==> src/rtl/dl_code_sequencer.sv <==
// Applies a 10-bit DLL delay code: walks the coarse thermometer one cell per step with
// settling gaps, then slews the fine code, and pulses lock_done when the target is reached.
module dl_code_sequencer #(
    parameter logic [9:0]  RST_CODE      = 10'd512,
    parameter int unsigned STEP_WAIT     = 1,
    parameter int unsigned FINE_MAX_STEP = 63
) (
    input  logic        clk_ext,
    input  logic        rst_n,
    input  logic        code_valid,
    input  logic [9:0]  code_in,
    output logic        code_ready,
    output logic [15:0] T,
    output logic [15:0] Tb,
    output logic [5:0]  fine,
    output logic [9:0]  code_cur,
    output logic        busy,
    output logic        lock_done
);

    typedef enum logic [2:0] {StIdle, StCoarse, StWait, StFine, StDone} state_e;

    localparam logic [3:0] StepWait = 4'(STEP_WAIT);
    localparam logic [6:0] FineMax  = 7'(FINE_MAX_STEP);

    state_e     state_q, state_d;
    logic [3:0] coarse_q, coarse_d;
    logic [5:0] fine_q, fine_d;
    logic [9:0] tgt_q, tgt_d;
    logic [3:0] cnt_q, cnt_d;

    logic [3:0] coarse_nxt;
    logic [6:0] fine_w, tgt_fw, fine_gap, fine_inc, fine_nxt;

    // Where to go once the coarse index has settled at value c.
    function automatic state_e exit_state(input logic [3:0] c, input logic [5:0] f,
                                          input logic [9:0] t);
        if (c != t[9:6]) return StCoarse;
        if (f != t[5:0]) return StFine;
        return StDone;
    endfunction

    always_ff @(posedge clk_ext) begin
        if (!rst_n) begin
            state_q  <= StIdle;
            coarse_q <= RST_CODE[9:6];
            fine_q   <= RST_CODE[5:0];
            tgt_q    <= RST_CODE;
            cnt_q    <= 4'd0;
        end else begin
            state_q  <= state_d;
            coarse_q <= coarse_d;
            fine_q   <= fine_d;
            tgt_q    <= tgt_d;
            cnt_q    <= cnt_d;
        end
    end

    always_comb begin
        state_d  = state_q;
        coarse_d = coarse_q;
        fine_d   = fine_q;
        tgt_d    = tgt_q;
        cnt_d    = cnt_q;

        coarse_nxt = (tgt_q[9:6] > coarse_q) ? coarse_q + 4'd1 : coarse_q - 4'd1;

        // Fine slew in 7 bits so the step never wraps past 0 or 63.
        fine_w   = {1'b0, fine_q};
        tgt_fw   = {1'b0, tgt_q[5:0]};
        fine_gap = (tgt_fw >= fine_w) ? tgt_fw - fine_w : fine_w - tgt_fw;
        fine_inc = (fine_gap < FineMax) ? fine_gap : FineMax;
        fine_nxt = (tgt_fw >= fine_w) ? fine_w + fine_inc : fine_w - fine_inc;

        unique case (state_q)
            StIdle: begin
                if (code_valid) begin
                    tgt_d   = code_in;
                    state_d = exit_state(coarse_q, fine_q, code_in);
                end
            end
            StCoarse: begin
                if (coarse_q != tgt_q[9:6]) begin
                    coarse_d = coarse_nxt;
                    if (STEP_WAIT != 0) begin
                        state_d = StWait;
                        cnt_d   = StepWait;
                    end else begin
                        state_d = exit_state(coarse_nxt, fine_q, tgt_q);
                    end
                end else begin
                    state_d = exit_state(coarse_q, fine_q, tgt_q);
                end
            end
            StWait: begin
                if (cnt_q <= 4'd1) begin
                    cnt_d   = 4'd0;
                    state_d = exit_state(coarse_q, fine_q, tgt_q);
                end else begin
                    cnt_d = cnt_q - 4'd1;
                end
            end
            StFine: begin
                fine_d = fine_nxt[5:0];
                if (fine_nxt == tgt_fw) state_d = StDone;
            end
            StDone:  state_d = StIdle;
            default: state_d = StIdle;
        endcase
    end

    always_comb begin
        for (int i = 0; i < 16; i++) begin
            T[i] = (4'(i) <= coarse_q);
        end
        Tb         = ~T;
        fine       = fine_q;
        code_cur   = {coarse_q, fine_q};
        code_ready = (state_q == StIdle);
        busy       = (state_q != StIdle);
        lock_done  = (state_q == StDone);
    end

endmodule

==> config.mk <==
export PLATFORM = sky130hd
export DESIGN_NAME = dl_code_sequencer
export DESIGN_NICKNAME = d
export VERILOG_FILES = /design/src/rtl/dl_code_sequencer.sv
export SDC_FILE = /design/constraint.sdc
export NUM_CORES = 1
export LEC_CHECK = 0
export CAP_MARGIN = 10
export CELL_PAD_IN_SITES_DETAIL_PLACEMENT = 0
export CELL_PAD_IN_SITES_GLOBAL_PLACEMENT = 1
export CORE_ASPECT_RATIO = 0.6
export CORE_MARGIN = 2
export CORE_UTILIZATION = 30
export CTS_BUF_LIST = sky130_fd_sc_hd__clkbuf_4 sky130_fd_sc_hd__clkbuf_8 sky130_fd_sc_hd__clkbuf_16
export DETAILED_ROUTE_END_ITERATION = 8
export GPL_TIMING_DRIVEN = 0
export PLACE_DENSITY_LB_ADDON = 0.05
export REMOVE_ABC_BUFFERS = 1
export SLEW_MARGIN = 20
export SYNTH_ARGS = -nofsm -noshare
export SYNTH_HDL_FRONTEND = slang
export SYNTH_SLANG_ARGS = --single-unit
==> constraint.sdc <==
create_clock -name clk_ext -period 7.9 [get_ports clk_ext]
set_input_delay 0.79 -clock clk_ext [delete_from_list [all_inputs] [get_ports clk_ext]]
set_output_delay 0.79 -clock clk_ext [all_outputs]
set_load 0.02 [all_outputs]
-- After elaboration in Yosys (flattened, before gate mapping)
Index checks and enable logic that the tools add are counted.
- output and inout bits: 51
- word-level logic and storage cells: 95
- bits in registers: 27
- equality and inequality tests: 13
- bitwise logic cells: 1
- reduce and logical (&&, ||, !) cells: 7
- muxes and demuxes: 42
- order comparisons: 20
- add/subtract/negate cells: 7
- operator list (kind ; count):
    3-bit two-way mux ; 15
    4-bit <= comparator, first input constant ; 8
    7-bit two-way mux ; 3
    1-bit two-way mux ; 19
    3-bit by 4-bit <= comparator with 1-bit output, first input constant ; 4
    16-bit NOT ; 1
    6-bit by 6-bit subtractor with 7-bit output ; 2
    4-bit two-way mux ; 3
    6-bit != test ; 2
    3-bit one-hot mux with 4 select lines ; 1
    1-bit by 4-bit <= comparator with 1-bit output, first input constant ; 2
    2-bit by 4-bit <= comparator with 1-bit output, first input constant ; 2
    2-bit != test, second input constant ; 4
    4-bit != test ; 2
    4-bit one-hot mux with 2 select lines ; 1
    4-bit by 1-bit subtractor with 4-bit output, second input constant ; 2
    6-bit by 7-bit adder with 7-bit output ; 1
    7-bit by 6-bit equality test with 1-bit output ; 1
    7-bit by 6-bit less-than comparator with 1-bit output, second input constant ; 1
    6-bit by 7-bit subtractor with 7-bit output ; 1
    3-bit by 2-bit equality test with 1-bit output, second input constant ; 2
    6-bit greater-or-equal comparator ; 1
    2-bit AND reduction ; 3
    4-bit by 1-bit adder with 4-bit output, second input constant ; 1
    8 further kinds ; 8

-- Depth between registers and ports, before layout
- depth in word-level cells: 11
- mapped depth: 25
- mapped depth without buffers: 25

-- Least setup slack after synthesis
Ideal clock, no wire load.
- path type: register to register
- start: reg fine_q[1], in the netlist fine[1]
- end: reg state_q[2]
- library setup time: 0.060 ns
- period minus slack after synthesis: 4.752 ns
- buffers on the path: 0
- stages on the path, launching flop included: 23
- data required time: 7.840 ns
- slack: 3.148 ns
- arrival time: 4.692 ns
- path through: dfxtp_1 -> inv_1 -> ha_1 -> a21o_1 -> a221oi_1 -> xor2_1 -> or3_1 -> o21ai_0 -> a21oi_1 -> and2_1 -> ha_1 -> nor2_1 -> a21oi_1 -> ha_1 -> a21oi_1 -> o21ai_0 -> o21a_1 -> nor2_1 -> xnor2_1 -> xnor2_1 -> nand3_1 -> o31ai_2 -> o2111a_1
- longest elaborated chain between the ends: 9
- elaborated cells between the ends (all ways): 37
- classes of those cells: 4 x add/sub; 2 x order compare; 4 x eq/ne; 26 x mux; 1 x reduce/logical
- ends and longest elaborated chain (what ; line ; text):
    start, declared ; 28 ; logic [5:0] fine_q, fine_d;
    start signal, assigned ; 47 ; fine_q <= RST_CODE[5:0];
    start signal, assigned ; 53 ; fine_q <= fine_d;
    6-bit by 6-bit subtractor with 7-bit output (tied with other cells) ; 71 ; fine_gap = (tgt_fw >= fine_w) ? tgt_fw - fine_w : fine_w - tgt_fw;
    7-bit two-way mux or 1-bit two-way mux (tied branches) ; 71, 39 ;
    7-bit by 6-bit less-than comparator with 1-bit output or 1-bit two-way mux (tied branches) ; 72, 39 ;
    7-bit two-way mux (tied with other cells) ; 72 ; fine_inc = (fine_gap < FineMax) ? fine_gap : FineMax;
    6-bit by 7-bit subtractor with 7-bit output (tied with other cells) ; 73 ; fine_nxt = (tgt_fw >= fine_w) ? fine_w + fine_inc : fine_w - fine_inc;
    7-bit two-way mux or 3-bit two-way mux (tied branches) ; 73, 40 ;
    7-bit by 6-bit equality test with 1-bit output or 3-bit two-way mux (tied branches) ; 105, 39 ;
    2-bit != test (no line) (tied with other cells) ; - ;
    3-bit AND reduction (no line) or 3-bit one-hot mux with 4 select lines (tied branches) ; - ;
    end signal, assigned ; 45 ; state_q <= StIdle;
    end signal, assigned ; 51 ; state_q <= state_d;
    end, declared ; 26 ; state_e state_q, state_d;
Several ways; a longest one is shown, not always the timed one. The select of a mux whose other input is x is not followed.
A chain may end at the register's enable or synchronous reset.

-- Final worst setup path
- start: reg fine_q[4], in the netlist fine[4]
- end: reg state_q[2]
The elaborated chain is that of the path after synthesis.

==> metrics <==
crit-path leading delay family=simple AND/OR/NAND/NOR gates; CP Cell Sequence=inv_1 > ha_1 > and3_4 > nand4_1 > nor2b_4 > nand2_2 > mux2i_1 > xor2_1 > a21oi_1 > and2_1 > ha_1 > nor2_1 > a21oi_1 > ha_1 > a21oi_1 > o21ai_0 > a21oi_1 > xnor2_1 > nor4_1 > nand3_1 > o31ai_2 > o2111a_1; Starting Density=a little under a third; Setup Buffers After CTS=0; Worst Reg-to-Reg Cells=22; Sink Count=27; Final Max Slew Viols=0; Synth Instances=376; mapped cell area=0.002826 mm^2; nets=approximately 470; RSZ-0062 raised after global routing=false; diode count=0; post-synth top area share=19.12%; maximum VDD drop=150.2 uV; final WL=8.348 mm; syn_area_per_cell=between 7 and 8 um^2; io pins=64; Adder-Cell Fraction of Synth Area=around 15%; synth unique cells=60; max cap viols=0; routed length per instance=around 15 um; critical path endpoint category=flop; num rows=27; area fraction in compound gates after synthesis=19.34%; Setup CP Type=flop to flop; later-pin clock latency in the skew report=270 ps; layout cells sized above 1=3.571%; Initial DRC Count=242; nature of the critical path startpoint=flop; Reg clk slew, reported paths=70 ps; data required time of the critical path=8110 ps; CP dominant cell by count=a21oi_1; post-CTS sizing=0; Post-synth EDFFs=0; reg-to-reg endpoint=state_q[2]; largest family of logic cells by synthesized area=simple AND/OR/NAND/NOR gates; Post-Synth XOR/XNOR Area=10.23%; worst hold path startpoint=tgt_q[6]; Top Usage Layer GRT=met1; global-route wire length before repair=~13 mm; TritonCTS clock tree=built; synth-to-layout area growth=25.59%; Die Wd=129.3 um; crit-path max FO=11; Hold Path End=tgt_q[6]; Placed Instance Area=0.003470 mm^2; pwr dens=between 400 and 500 mW/mm^2; Simple-Gate Fraction of Synth Area=between 20% and 30%; core area=0.009155 mm^2; final setup TNS=0 ps; RD Place Congestion=just under 0.9; Leak=1.465 nW; Worst-Margin Slew=883.2 ps; ys flop type=dfxtp_1; port buffer count=61; top cells by count, synth=42 x nor2_1, 41 x inv_1, 35 x nand2_1; Worst path max stage delay=510 ps; CP max-delay cell=dfxtp_1; ANT nets after route=0; period utilization=78.29%; Synth area leader=dfxtp_1; DP HPWL=6.913 mm; fmax=161.7 MHz; CTS Hold Bufs=0; initial antenna violation count=0; R2R setup slack=about 1700 ps; Die H=around 79 um; final hold vios=0; Overflow after GRT=0; fin crit period=6185 ps; critical path arrival=6400 ps; M1 GR Usage=29.96%; Synth Register Bits=27; Max Clock Skew=7.640 ps; status=complete, no violations; dpl cells=about 550; routed vias/inst=~4.8; gr usage total=16.95%; worst path bufs/invs=1; root buffer cell=clkbuf_16; largest net degree at the start of global routing=24; post-route cell area=0.003550 mm^2; worst hold path depth=2; synth warn=0; vias in the first global route=2396; setup violators final=0; vias=around 2.6k; H-tree depth=1; cts bufs inserted=3; sequential fraction of the synthesis area=19.12%; Final Instance Count excl. Fillers=550; asr flop ratio synth=0%; Clock Tree Buf Depth=2; GR Util met3=3.976%; reg2reg start=fine[4]; Slew headroom=40.67%; dominant cells by area after synthesis=dfxtp_1 19%, ha_1 13%, nor2_1 5.6%, xor2_1 5.6%, inv_1 5.4%; post-synthesis mux area share=3.364%; met2 GRT Util=19.47%; Die Area=just over 0.01 mm^2; Hold Crit Class=flop to flop; top-count cell post-synth=nor2_1; Detailed Routing Iterations Pass 1=4; DRC Markers=0
worst register-to-register path: stages (launching register included):
cell and delay, ps:
dfxtp_1 510, inv_1 90, ha_1 510, and3_4 260
nand4_1 300, nor2b_4 250, nand2_2 210, mux2i_1 360
xor2_1 350, a21oi_1 200, and2_1 180, ha_1 270
nor2_1 40, a21oi_1 220, ha_1 280, a21oi_1 220
o21ai_0 200, a21oi_1 220, xnor2_1 110, nor4_1 450
nand3_1 160, o31ai_2 490, o2111a_1 270
power by group:
group	switching [mW]	total, mW	internal, mW
registers	0.0524	0.219	0.166
logic	0.733	1.28	0.551
clock network	0.0516	0.120	0.0685
total	0.837	1.62	0.786
routing by layer:
metal  wire length (um)  vias to the layer above
met2               2765                       65
li1                   -                     1352
met1               5034                     1199
met3                541                        2
met4                  7                        0
met5                  0                        -
stage by stage:
stage               hold slack [ps]  power (mW)  utilization (%)  setup WS, ps
floorplan                     436.3       1.100                -          2909
finish                        458.9       1.623            38.77          1715
CTS                           462.0       1.626            38.77          1780
detailed placement            452.2       1.496            37.90          1805
global route                  488.5       1.775            38.77          1309
global placement              446.4       1.504            37.90          1813
worst max-delay path by stage:
stage	startpoint	end	slack, ps	depth (start not counted)
floorplan	fine[3]	state_q[2]	2910	23
global placement	fine[4]	state_q[2]	1810	22
detailed placement	fine[4]	state_q[2]	1800	22
CTS	fine[4]	state_q[2]	1780	22
global route	fine[4]	state_q[2]	1310	22
finish	fine[4]	state_q[2]	1710	22
layout by cell type, fill, tap and decap left out, types with 3 or more instances in the layout:
master and count:
a21o_1 8, a21oi_1 29, and2_1 6, clkbuf_16 3, clkdlybuf4s50_1 61, dfxtp_1 27, fa_1 3, ha_1 29
inv_1 41, mux2i_1 8, nand2_1 35, nand2b_1 9, nand3_1 7, nand3b_1 3, nand4_1 4, nor2_1 42
nor2b_1 3, nor3_1 5, nor4_1 4, o21ai_0 13, or3_1 3, xnor2_1 15, xor2_1 18
final cells by class:
| cell class | count | area, um^2 |
|---|---|---|
| clock inverter | 1 | 5.005 |
| fill | 982 | 5605 |
| clock buffer | 3 | 75.07 |
| sequential | 27 | 540.5 |
| inverter | 42 | 157.7 |
| tap | 130 | 162.7 |
| multi-input combinational | 286 | 1998 |
| timing repair buffer | 61 | 610.6 |
cell families after synthesis:
group,count (synthesis)
flops,27
compound gates,79
other cells,2
buf+inv,63
mux,9
fa+ha+maj,32
simple gates,131
xor+xnor,33
state kept, by name, indices dropped and copies added (netlist names):
signal,flops
cnt_q,4
coarse_q,4
fine,6
state_q,3
tgt_q,10
No activity file was read; power rests on OpenSTA's default activity.
